<file path="src/rtl/pfa_pkg.sv">
// pfa_pkg: shared sizing helpers for the pipelined prefix adder.
// Holds the width limits, clog2 and the tree stage-count function.
package pfa_pkg;

    localparam int WIDTH_MIN = 8;
    localparam int WIDTH_MAX = 64;

    function automatic int clog2(input int v);
        int r;
        r = 0;
        for (int i = 0; i < 31; i++) begin
            if ((1 << i) < v) r = i + 1;
        end
        return r;
    endfunction

    function automatic int stages(input int w, input int lps);
        return (clog2(w) + lps - 1) / lps;
    endfunction

endpackage

</file>
<file path="src/rtl/pfa_cell.sv">
// pfa_cell: one (g,a) prefix combine node of the carry tree.
// HAS_A=0 drops the alive term where the group already reaches bit 0.
module pfa_cell #(
    parameter bit HAS_A = 1'b1
) (
    input  logic gh,
    input  logic ah,
    input  logic gl,
    input  logic al,
    output logic g,
    output logic a
);

    assign g = gh | (ah & gl);
    assign a = HAS_A ? (ah & al) : 1'b0;

endmodule

</file>
<file path="src/rtl/pfa_pipe.sv">
// pfa_pipe: pipelined Sklansky prefix adder/subtractor, valid/ready flow.
// Define PFA_OVF_EN to add the signed-overflow output and its pipeline.
module pfa_pipe
    import pfa_pkg::*;
#(
    parameter int WIDTH         = 32,
    parameter int LVL_PER_STAGE = 1
) (
    input  logic             clk,
    input  logic             rst_n,
    input  logic             in_valid,
    output logic             in_ready,
    input  logic [WIDTH-1:0] x,
    input  logic [WIDTH-1:0] y,
    input  logic             cin,
    input  logic             sub,
    output logic             out_valid,
    input  logic             out_ready,
    output logic [WIDTH-1:0] s,
    output logic             cout
`ifdef PFA_OVF_EN
    ,
    output logic             ovf
`endif
);

    localparam int L = clog2(WIDTH);
    localparam int S = stages(WIDTH, LVL_PER_STAGE);

    logic             en;
    logic [WIDTH-1:0] yp;
    logic [WIDTH-1:0] cy;
    logic [WIDTH-1:0] sn;

    assign en       = ~out_valid | out_ready;
    assign in_ready = en;
    assign yp       = sub ? ~y : y;

    genvar t, k, i;

    for (t = 0; t < S; t++) begin : g_stg
        logic [WIDTH-1:0] g;
        logic [WIDTH-1:0] a;
        logic [WIDTH-1:0] p;
        logic             c;
        logic             v;
`ifdef PFA_OVF_EN
        logic             xs;
`endif
        if (t == 0) begin : g_ld
            // operand stage: per-bit generate/alive/propagate
            always_ff @(posedge clk or negedge rst_n) begin
                if (!rst_n) begin
                    v <= 1'b0;
                    g <= '0;
                    a <= '0;
                    p <= '0;
                    c <= 1'b0;
                end else if (en) begin
                    v <= in_valid;
                    g <= x & yp;
                    a <= x | yp;
                    p <= x ^ yp;
                    c <= cin ^ sub;
                end
            end
`ifdef PFA_OVF_EN
            // x sign rides along for the overflow decision
            always_ff @(posedge clk or negedge rst_n) begin
                if (!rst_n) xs <= 1'b0;
                else if (en) xs <= x[WIDTH-1];
            end
`endif
        end else begin : g_ld
            // tree stage boundary: capture partial prefixes
            always_ff @(posedge clk or negedge rst_n) begin
                if (!rst_n) begin
                    v <= 1'b0;
                    g <= '0;
                    a <= '0;
                    p <= '0;
                    c <= 1'b0;
                end else if (en) begin
                    v <= g_stg[t-1].v;
                    g <= g_lvl[t*LVL_PER_STAGE-1].go;
                    a <= g_lvl[t*LVL_PER_STAGE-1].ao;
                    p <= g_stg[t-1].p;
                    c <= g_stg[t-1].c;
                end
            end
`ifdef PFA_OVF_EN
            // x sign rides along for the overflow decision
            always_ff @(posedge clk or negedge rst_n) begin
                if (!rst_n) xs <= 1'b0;
                else if (en) xs <= g_stg[t-1].xs;
            end
`endif
        end
    end

    for (k = 0; k < L; k++) begin : g_lvl
        logic [WIDTH-1:0] gi;
        logic [WIDTH-1:0] ai;
        logic [WIDTH-1:0] go;
        logic [WIDTH-1:0] ao;
        if (k == 0) begin : g_src
            assign gi = {g_stg[0].g[WIDTH-1:1],
                         g_stg[0].g[0] | (g_stg[0].a[0] & g_stg[0].c)};
            assign ai = g_stg[0].a;
        end else if (k % LVL_PER_STAGE == 0) begin : g_src
            assign gi = g_stg[k/LVL_PER_STAGE].g;
            assign ai = g_stg[k/LVL_PER_STAGE].a;
        end else begin : g_src
            assign gi = g_lvl[k-1].go;
            assign ai = g_lvl[k-1].ao;
        end
        for (i = 0; i < WIDTH; i++) begin : g_bit
            if (((i >> k) & 1) == 1) begin : g_c
                localparam int J = ((i >> k) << k) - 1;
                pfa_cell #(
                    .HAS_A((i >= (2 << k)) ? 1'b1 : 1'b0)
                ) u_cell (
                    .gh(gi[i]),
                    .ah(ai[i]),
                    .gl(gi[J]),
                    .al(ai[J]),
                    .g (go[i]),
                    .a (ao[i])
                );
            end else begin : g_c
                assign go[i] = gi[i];
                assign ao[i] = ai[i];
            end
        end
    end

    assign cy = g_lvl[L-1].go;
    assign sn = g_stg[S-1].p ^ {cy[WIDTH-2:0], g_stg[S-1].c};

    // result stage: sum bits, carry out and valid
    always_ff @(posedge clk or negedge rst_n) begin
        if (!rst_n) begin
            out_valid <= 1'b0;
            s         <= '0;
            cout      <= 1'b0;
        end else if (en) begin
            out_valid <= g_stg[S-1].v;
            s         <= sn;
            cout      <= cy[WIDTH-1];
        end
    end

`ifdef PFA_OVF_EN
    // overflow: operand signs agree but result sign differs
    always_ff @(posedge clk or negedge rst_n) begin
        if (!rst_n) ovf <= 1'b0;
        else if (en) ovf <= ~g_stg[S-1].p[WIDTH-1] &
                            (sn[WIDTH-1] ^ g_stg[S-1].xs);
    end
`endif

endmodule

</file>
<file path="config.mk">
export PLATFORM = sky130hd
export DESIGN_NAME = pfa_pipe
export DESIGN_NICKNAME = d
export VERILOG_FILES = /design/src/rtl/pfa_pkg.sv /design/src/rtl/pfa_cell.sv /design/src/rtl/pfa_pipe.sv
export SDC_FILE = /design/constraint.sdc
export NUM_CORES = 1
export LEC_CHECK = 0
export BUFFER_PORTS_ARGS = -buffer_cell sky130_fd_sc_hd__buf_4
export CORE_AREA = 2 2 273 207
export CTS_BUF_LIST = sky130_fd_sc_hd__clkbuf_2
export CTS_CLUSTER_DIAMETER = 150
export DETAILED_ROUTE_END_ITERATION = 7
export DIE_AREA = 0 0 275 209
export PLACE_DENSITY_LB_ADDON = 0.08
export SLEW_MARGIN = 15
export SYNTH_ARGS = -nofsm -noshare
export SYNTH_HDL_FRONTEND = slang
export SYNTH_HIERARCHICAL = 1
export SYNTH_SLANG_ARGS = --single-unit
</file>
<file path="constraint.sdc">
create_clock -name clk -period 4 [get_ports clk]
set_clock_uncertainty 0.15 [all_clocks]
set_input_delay 0.8 -clock clk [delete_from_list [all_inputs] [get_ports clk]]
set_output_delay 0.8 -clock clk [all_outputs]
set_load 0.02 [all_outputs]
</file>
After elaboration in Yosys (flattened, before gate mapping)
Index checks and enable logic that the tools add are counted.

Mux-type cells: 1. Bitwise logic cells: 219.

Operator list (count): 1-bit bitwise AND (130); 1-bit OR (82); 32-bit XOR (2); 32-bit bitwise AND (1); 32-bit 2-to-1 mux (1); 32-bit inverter (1); 32-bit OR (1); 1-bit inverter (1); 1-bit XOR (1).

Flip-flop bits (word level): 498. Logic and storage cells: 248.

Logic depth before layout (Yosys ltp)
Depth in word-level cells: 4. Gate-level depth with buffers: 8. Depth with buffers taken out: 4.

Modules after synthesis
Netlist, hierarchy kept.

By module, submodules not included: pfa_pipe (times used 1, cells an instance 1290, area each 20443.4 sq um, sequential area each 12462.0 sq um); pfa_cell (g_lvl[0].g_bit[11].g_c.u_cell ...) (times used 49, cells an instance 2, area each 15.0 sq um, sequential area each 0.0 sq um); pfa_cell (g_lvl[0].g_bit[1].g_c.u_cell ...) (times used 31, cells an instance 3, area each 18.8 sq um, sequential area each 0.0 sq um).

Worst setup path after synthesis
OpenSTA, ideal clock, no wires.

Path kind: input to output. From: input port out_ready. To: output port in_ready. Data arrival time: 1.769 ns. Required time: 3.050 ns. Slack: 1.281 ns. Stages on the path: 7. Path buffers: 6. Cells stage by stage: buf_2 nand2b_1 clkbuf_1 buf_6 buf_6 buf_6 buf_6.

Longest elaborated chain between the ends: 1.

Ends and longest elaborated chain: from (decl) (RTL line pfa_pipe.sv:18) `input logic out_ready,`; 1-bit OR (RTL line pfa_pipe.sv:35) `assign en = ~out_valid | out_ready;`; to (decl) (RTL line pfa_pipe.sv:12) `output logic in_ready,`.

No other way between the ends.

Worst setup path in the final report
From: register out_valid. To: output port out_valid.

RTL lines: from (decl) (RTL line pfa_pipe.sv:17) `output logic out_valid,`; from (signal assigned) (RTL line pfa_pipe.sv:147) `out_valid <= g_stg[S-1].v;`.

No word-level cell between the ends.

==> flow_summary.toml <==
[die]
core_area_um2 = 55180
dieArea_um2 = 57480
rows = 75
die_y_um = 209
io_pins = 105
die_w_um = 275
initial_core_util_pct = 38.54

[synthesis]
ys_warn_count = 6
synth_nets = 1545
syn_area_um2 = 21270
syn_avg_cell_area_um2 = 15.07
netlist_instances = 1411

[global_routing]
grt_pass1_vias = 12780
antenna_found_initial = 1
grtUsageTotal_pct = 14.38
grt_pass1_wl_um = 66290
overflow = 0
grt_max_degree = 107

[clocking]
htreeDepth = 4
cts-root-buf = "clkbuf_2"
cts_post_setup_buffers_inserted = 0
cts_tree = "done"
cts.sinks = 494
path_clk_slew_ns = 0.09
cts_buffers = 132
clock_path_buffers = 3
clk_latency_ns = 1.04

[routing]
num_vias = 11640
wirelength_um = 39220
ant_nets = 0
drc = 0
routed_via_density = 4.606
dr.pass1.iters = 4
wl_per_cell_um = 15.53
drt-initial-drc-count = 439

[worst_setup_path]
worst-path-stages = 2
reg2reg_slack_ns = 1.83
regToRegStartpoint = "out_valid$_DFFE_PN0P_"
endpoint_kind = "output port"
cp-start-kind = "flop"
worstPathArrival_ns = 2.22
crit_path_top_delay_cell = "dfrtp_1"
endpoint = "out_valid"
reg2reg_depth = 3
cp-startpoint = "out_valid$_DFFE_PN0P_"
cp_max_fo = 33
crit_chain = "buf_4, buf_4"
worstSetupPathType = "reg -> out"
cp_top_family = "buffers and inverters"
regToRegEndpoint = "g_lvl[4].gi[2]$_DFFE_PN0P_"
crit_buf_inv = 2
cp_common_cell = "buf_4"
critPathMaxStageDelay_ns = 0.48
required_ns = 3.05

[sta]
max_freq_ghz = 0.3151
slew_headroom_pct = 33.44
tightest_slew_ns = 0.9984
period_minus_slack_ns = 3.174
setup_tns_ns = 0
grt_setup_unrepaired = "false"
post-route-period-util_pct = 79.35
report.final.slew_viol_count = 0
setup_viol = 0
finalHoldViolations = 0
worst_slack_ns = 0.8260

[finish]
area_growth_pct = 17.30
fin_nets = 1837
instances_no_fill = 2526
final_area_um2 = 24950
drive_gt1_share_pct = 47.60

[pwr]
total_power_mw = 17.60
powerDensity_nw_per_um2 = 705.3
peakVddDrop_mv = 0.2905
total_leakage_power_nw = 11.81

[place]
pre_cts_ws_ns = 1.403
dp.cells = 2203
dpl_cell_area_um2 = 22880
io_buffers = 104
place_congestion = 0.6856
post-dp-hpwl_um = 23160

[run]
drv_cap = 0

[worst_hold_path]
hold_path_depth = 4
min_path_type = "in -> reg"

[run_status]
outcome = "complete, no violations"
placed cells by master (no fill, tap or decap), drive strengths merged:
cell type	instances
clkinv	19
dlygate4sd3	97
inv	68
nand2b	2
ha	64
clkbuf	202
xor2	34
xnor2	31
mux2	461
nor3b	32
a21oi	32
dfrtp	494
diode	1
and2	49
a21o	81
buf	128
power breakdown:
group	switching [mW]	internal [mW]	total [mW]
Sequential	1.43	7.23	8.67
Clock	2.01	1.32	3.33
Combinational	2.05	3.55	5.59
Total	5.50	12.1	17.6
sequential cells by signal (all words and copies together) (netlist names), 5 cells and up:
name	count
s	32
g_lvl.ai	130
g_lvl.gi	128
g_stg.g	32
g_stg.p	160
g_stg.v	5
g_stg.c	5
per-stage QoR:
stage               util [%]  hold WS (ns)
finish                 45.21        0.2046
global route           45.21       0.05051
CTS                    45.21       0.01642
detailed placement     41.46        0.3084
global placement       41.46        0.3040
floorplan                  -        0.2805
tightest hold or removal path: stages:
cell and delay [ns]:
buf_4 0.10, xnor2_1 0.14, ha_1 0.19, a21oi_1 0.07
worst min path at each step:
stage	start	end	slack, ns
after floorplan	g_stg[4].v$_DFFE_PN0P_	out_valid$_DFFE_PN0P_	0.28
after global placement	g_stg[4].v$_DFFE_PN0P_	out_valid$_DFFE_PN0P_	0.30
after detailed placement	g_stg[4].v$_DFFE_PN0P_	out_valid$_DFFE_PN0P_	0.31
after CTS	y[12]	g_lvl[0].ai[12]$_DFFE_PN0P_	0.02
after global routing	y[12]	g_lvl[0].ai[12]$_DFFE_PN0P_	0.05
final	y[12]	g_lvl[0].ai[12]$_DFFE_PN0P_	0.20
final cells by class:
type	instances	area [µm²]
diodes	1	2.502
inverters	64	240.2
clock buffers	202	1011
flip-flops and latches	494	12360
well taps	731	914.6
multi-input cells	786	8265
repair buffers	225	2064
clock inverters	23	86.33
fillers	5125	30230
metal layers:
metal	global-route usage [%]	vias up	share of wire, %
met1	20.15	5866	50
met4	5.051	0	1.7
met2	21.17	157	44
li1	-	5547	-
met5	0	-	0
met3	4.229	65	3.9
what timing repair did:
| item | in CTS | in global routing |
|---|---|---|
| gates resized for setup | 0 | 0 |
| hold buffers | 97 | 0 |
| hold endpoints to repair | 184 | 0 |
(Power assumes the default switching activity.)
